**src/rtl/fifo_read_port_adapter_pkg.sv**
```systemverilog
// Shared definitions for the async-FIFO read-port adapter: default word width
// and the skid-buffer occupancy encoding.
package fifo_read_port_adapter_pkg;

  localparam int WORD_DEFAULT = 8;

  typedef enum logic [1:0] {
    OCC_EMPTY = 2'd0,
    OCC_ONE   = 2'd1,
    OCC_TWO   = 2'd2
  } occ_t;

endpackage

```
**src/rtl/fifo_read_port_adapter_skid.sv**
```systemverilog
// Two-entry head/tail skid buffer with EMPTY/ONE/TWO occupancy FSM.
// The head always holds the oldest word; flush empties the buffer.
module fifo_read_port_adapter_skid
  import fifo_read_port_adapter_pkg::*;
#(
  parameter int WORD = WORD_DEFAULT
) (
  input  logic            rclk,
  input  logic            rst,
  input  logic            push,
  input  logic            pop,
  input  logic            flush,
  input  logic [WORD-1:0] din,
  output occ_t            occ,
  output logic [WORD-1:0] head
);

  logic [WORD-1:0] tail;

  always_ff @(posedge rclk) begin
    if (rst) begin
      occ  <= OCC_EMPTY;
      head <= '0;
    end else if (flush) begin
      occ <= OCC_EMPTY;
    end else begin
      case (occ)
        OCC_EMPTY: begin
          if (push) begin
            head <= din;
            occ  <= OCC_ONE;
          end
        end
        OCC_ONE: begin
          if (push && pop) begin
            head <= din;
          end else if (push) begin
            tail <= din;
            occ  <= OCC_TWO;
          end else if (pop) begin
            occ <= OCC_EMPTY;
          end
        end
        OCC_TWO: begin
          // Head drains from tail; a simultaneous arrival refills the tail.
          if (push && pop) begin
            head <= tail;
            tail <= din;
          end else if (pop) begin
            head <= tail;
            occ  <= OCC_ONE;
          end
        end
        default: occ <= OCC_EMPTY;
      endcase
    end
  end

  // The credit rule upstream must never let a word arrive into a full buffer.
  always_ff @(posedge rclk) begin
    if (!rst) begin
      assert (!(push && !pop && occ == OCC_TWO));
    end
  end

endmodule

```
**src/rtl/fifo_read_port_adapter.sv**
```systemverilog
// Read-side consumer for the async FIFO: issues ren with credit control, absorbs
// the 1-cycle read latency in a skid buffer, streams valid/ready, counts words.
// Optional FIFO_RD_CHECKSUM_EN adds rd_checksum (XOR of delivered words).
module fifo_read_port_adapter
  import fifo_read_port_adapter_pkg::*;
#(
  parameter int WORD  = WORD_DEFAULT,
  parameter int CNT_W = 16
) (
  input  logic             rclk,
  input  logic             rst,
  output logic             fifo_ren,
  input  logic             fifo_empty,
  input  logic [WORD-1:0]  fifo_rdata,
  input  logic             flush,
  output logic             out_valid,
  input  logic             out_ready,
  output logic [WORD-1:0]  out_data,
`ifdef FIFO_RD_CHECKSUM_EN
  output logic [WORD-1:0]  rd_checksum,
`endif
  output logic [CNT_W-1:0] word_cnt
);

  occ_t occ;
  logic inflight;
  logic pop;
  logic push;
  logic [2:0] committed;

  assign out_valid = (occ != OCC_EMPTY);
  assign pop       = out_valid & out_ready;
  assign push      = inflight;

  // Slots still owed after this cycle's pop; out_ready feeds ren so a full
  // buffer being drained can keep reading at 1 word/cycle.
  assign committed = {1'b0, occ} + {2'b00, inflight} - {2'b00, pop};
  assign fifo_ren  = !rst && !fifo_empty && !flush && (committed < 3'd2);

  fifo_read_port_adapter_skid #(
    .WORD(WORD)
  ) u_skid (
    .rclk  (rclk),
    .rst   (rst),
    .push  (push),
    .pop   (pop),
    .flush (flush),
    .din   (fifo_rdata),
    .occ   (occ),
    .head  (out_data)
  );

  // A word requested during flush is never issued, and one already in flight
  // lands on the flush edge where the buffer is being cleared.
  always_ff @(posedge rclk) begin
    if (rst) begin
      inflight <= 1'b0;
      word_cnt <= '0;
    end else begin
      inflight <= fifo_ren;
      if (pop) word_cnt <= word_cnt + CNT_W'(1);
    end
  end

`ifdef FIFO_RD_CHECKSUM_EN
  always_ff @(posedge rclk) begin
    if (rst || flush) begin
      rd_checksum <= '0;
    end else if (pop) begin
      rd_checksum <= rd_checksum ^ out_data;
    end
  end
`endif

endmodule

```
**config.mk**
```make
export PLATFORM = sky130hd
export DESIGN_NAME = fifo_read_port_adapter
export DESIGN_NICKNAME = d
export VERILOG_FILES = /design/src/rtl/fifo_read_port_adapter_pkg.sv /design/src/rtl/fifo_read_port_adapter_skid.sv /design/src/rtl/fifo_read_port_adapter.sv
export SDC_FILE = /design/constraint.sdc
export NUM_CORES = 1
export LEC_CHECK = 0
export ABC_AREA = 1
export CAP_MARGIN = 5
export CORE_MARGIN = 2
export CORE_UTILIZATION = 51
export DETAILED_ROUTE_END_ITERATION = 8
export GPL_ROUTABILITY_DRIVEN = 0
export PLACE_DENSITY_LB_ADDON = 0.08
export RECOVER_POWER = 50
export SKIP_LAST_GASP = 1
export SYNTH_ARGS = -nofsm -noshare
export SYNTH_HDL_FRONTEND = slang
export SYNTH_HIERARCHICAL = 1
export SYNTH_SLANG_ARGS = --single-unit
export TNS_END_PERCENT = 30
```
**constraint.sdc**
```tcl
create_clock -name rclk -period 4.65 [get_ports rclk]
set_clock_uncertainty 0.15 [all_clocks]
set_input_delay 1.395 -clock rclk [delete_from_list [all_inputs] [get_ports rclk]]
set_output_delay 1.395 -clock rclk [all_outputs]
set_load 0.01 [all_outputs]
```
==> results by group <==
Run status
  – Status: complete, no violations

Pwr
  – PwrDens: 286 nW/µm²
  – P_leak: 1.05 nW
  – Peak VDD IR: 0.164 mV
  – Design Power: 0.000694 W

Floorplan
  – Chip Height: 65.4 µm
  – Placement row count: 22
  – Die Area: 4280 µm²
  – Die X: 65.4 µm
  – Num ports: 39
  – CORE AREA: 3630 µm²
  – Initial Util: 53.0%

Min path
  – Hold Path Class: reg2reg

Critical path
  – Slowest Stage Delay on Critical Path: 540 ps
  – CP Launch Point: out_ready
  – Flop2flop setup slack: 2390 ps
  – Crit path capture type: primary output
  – Kind of critical path: in2out
  – Worst Path Required: 3110 ps
  – Reg2Reg Depth: 10
  – Worst path slowest cell: fa_2
  – WP data arrival: 2960 ps
  – Reg2reg end: u_skid/head[5]
  – Setup crit end: fifo_ren
  – Critical path fanouts, max: 2
  – Worst R2R Start: u_skid/occ[1]
  – CP Launch Type: primary input
  – CP dominant cell by count: inv_1
  – CP cell instances: dlygate4sd2_1, inv_1, nor2_4, ha_1, inv_1, nand2_1, fa_2, and3_1, buf_2

Routing
  – Drt drc: 0
  – DRT antenna net count: 0
  – Final WL: 3.59 mm
  – Number of vias after detailed routing: 1,619
  – Wire per inst: 10.2 µm
  – Initial DRC count: 129
  – Via density: 4.61
  – TritonRoute pass-1 iters: 4

Timing
  – Slew HR: 60.9%
  – RSZ-0062 raised after global routing: no
  – Worst Hold Margin: 332 ps
  – Fmax: 222 MHz
  – Endpoints failing setup: 0
  – Final slew viol count: 0
  – Clock period minus worst slack: 4500 ps
  – Final Cycle Share: 96.8%
  – Final Hold Fails: 0
  – Worst Tran Pin Value: 587 ps

Yosys
  – Synth top cells by count: nand2_1, inv_1, nor2_1, dfxtp_1, nand3_1
  – Cell variety after synth: 30
  – Avg Cell Area, Syn: 7.49 µm²
  – Synth top area share: 28.1%
  – Register area share after synthesis: 40.6%
  – Top cells by area, synth: dfxtp_1, edfxtp_1, nand2_1
  – Cell Area, Synth: 1920 µm²
  – Ys async rst share: 0%
  – Yosys Warn Count: 6
  – Synthesis-stage register bit count: 35
  – Post-synth EDFFs: 8
  – Post-synthesis net count: 278
  – Top_reg_cell synth: dfxtp_1
  – Synthesized instance count: 257
  – Most common cell in the netlist: nand2_1
  – Dominant cell type by area after synthesis: dfxtp_1

Clock tree
  – Max clock buf depth: 2
  – CTS Sinks: 35
  – Clk root buf: clkbuf_8
  – TritonCTS Buffers: 5
  – Worst-Skew Late Latency: 280 ps
  – CTS clk-pin slew, worst paths: 70 ps
  – CTS HTree Levels: 2
  – TritonCTS clock tree: yes

Final layout
  – Synthesis-to-finish area growth: 25.9%
  – Layout fillers: 335
  – Layout Nets: 323
  – Antenna cells: 0
  – Share of cells above drive strength 1: 8.25%

Place
  – Final HPWL DP: 2.72 mm
  – Number of port buffers: 38

GRT
  – Total GRT Usage: 19.4%
  – GRT overflow: 0
  – Vias in the first global route: 1,552
  – First-pass GRT wire length: 6.42 mm
  – Antenna violations before repair: 0
  – Pin count of the biggest net entering global routing: 19

Flow run
  – MaxCap Viol Count: 0
worst max-delay path, delay by kind of cell:
kind	cells	cell delay (ps)
fa+ha+maj	2	800
buf+inv	4	490
simple gates	3	270
where the power goes:
group	switching, W	internal, W	total [W]	leakage, nW
registers	0.00000942	0.000323	0.000333	0.291
logic	0.0000622	0.0000549	0.000117	0.706
clock network	0.000109	0.000135	0.000244	0.0548
cell usage in the layout (no fill, tap or decap), types with 2 or more instances in the layout:
cell type,synthesis,routed
nand2_1,60,62
dlygate4sd3_1,0,9
a21oi_1,6,6
inv_2,3,2
or2_2,2,2
inv_1,40,41
nand4_1,3,3
clkdlybuf4s50_1,0,27
and3_1,2,2
nand2_2,4,3
clkbuf_8,0,7
ha_1,7,7
o21a_1,8,8
nor3_1,4,4
nor2_4,4,3
nand3_1,14,14
dfxtp_1,27,27
edfxtp_1,8,8
clkbuf_1,1,2
xnor2_1,2,2
nor3b_1,3,3
o21ai_0,6,6
nor2_1,40,43
logic make-up (layout without fill, tap and decap cells):
| logic type | after synthesis | in the layout | share of synthesized area (%) |
|---|---|---|---|
| fa+ha+maj | 8 | 8 | 5.59 |
| xor+xnor | 3 | 3 | 1.37 |
| buf+inv | 46 | 92 | 9.43 |
| simple gates | 143 | 143 | 36.1 |
| flops | 35 | 35 | 40.6 |
| compound gates | 22 | 22 | 6.96 |
metrics by stage:
step	cell area (µm²)	TNS [ps]	setup WS, ps	cells	util [%]
after floorplan	1920	0	354	257	-
after global placement	2370	-486	-486	343	65.2
after detailed placement	2370	-512	-512	343	65.2
after CTS	2470	0	176	351	67.9
after global routing	2420	0	36.0	351	66.7
final	2420	0	147	351	66.7
final cells by class:
class	instances	area [µm²]	area share, %
inverters	43	161	6.66
clock inverters	1	6.26	0.258
clock buffers	7	96.3	3.98
repair buffers	41	389	16.1
well taps	48	60.1	2.48
multi-input cells	176	928	38.3
flip-flops and latches	35	781	32.2
how the worst min path moves through the flow:
stage	endpoint	startpoint	cells after the start	slack, ps
2_1_floorplan	word_cnt[0]	word_cnt[0]	1	350
3_3_place_gp	u_skid/head[2]	u_skid/head[2]	2	310
3_5_place_dp	u_skid/head[5]	u_skid/head[5]	2	320
4_1_cts	u_skid/head[5]	u_skid/head[5]	2	340
5_1_grt	u_skid/head[4]	u_skid/head[4]	2	360
6_report	u_skid/head[5]	u_skid/head[5]	2	330
repair_timing:
item	in CTS	in global routing
endpoints found under the hold margin	0	0
setup endpoints to repair	1	0
hold buffers	0	0
buffers inserted	0	0
gates resized for setup	6	0
registers in the layout, indices dropped and copies added (netlist names):
signal	flops
u_skid/head	8
u_skid/tail	8
inflight	1
word_cnt	16
u_skid/occ	2
per-layer routing:
metal | track usage [%] | routed length [µm] | vias up
met5 | 0 | 0 | -
met4 | 5.47 | 19 | 0
met3 | 5.14 | 123 | 2
met2 | 32.7 | 1640 | 31
met1 | 24.4 | 1810 | 697
li1 | - | - | 889
(Power assumes the default switching activity.)
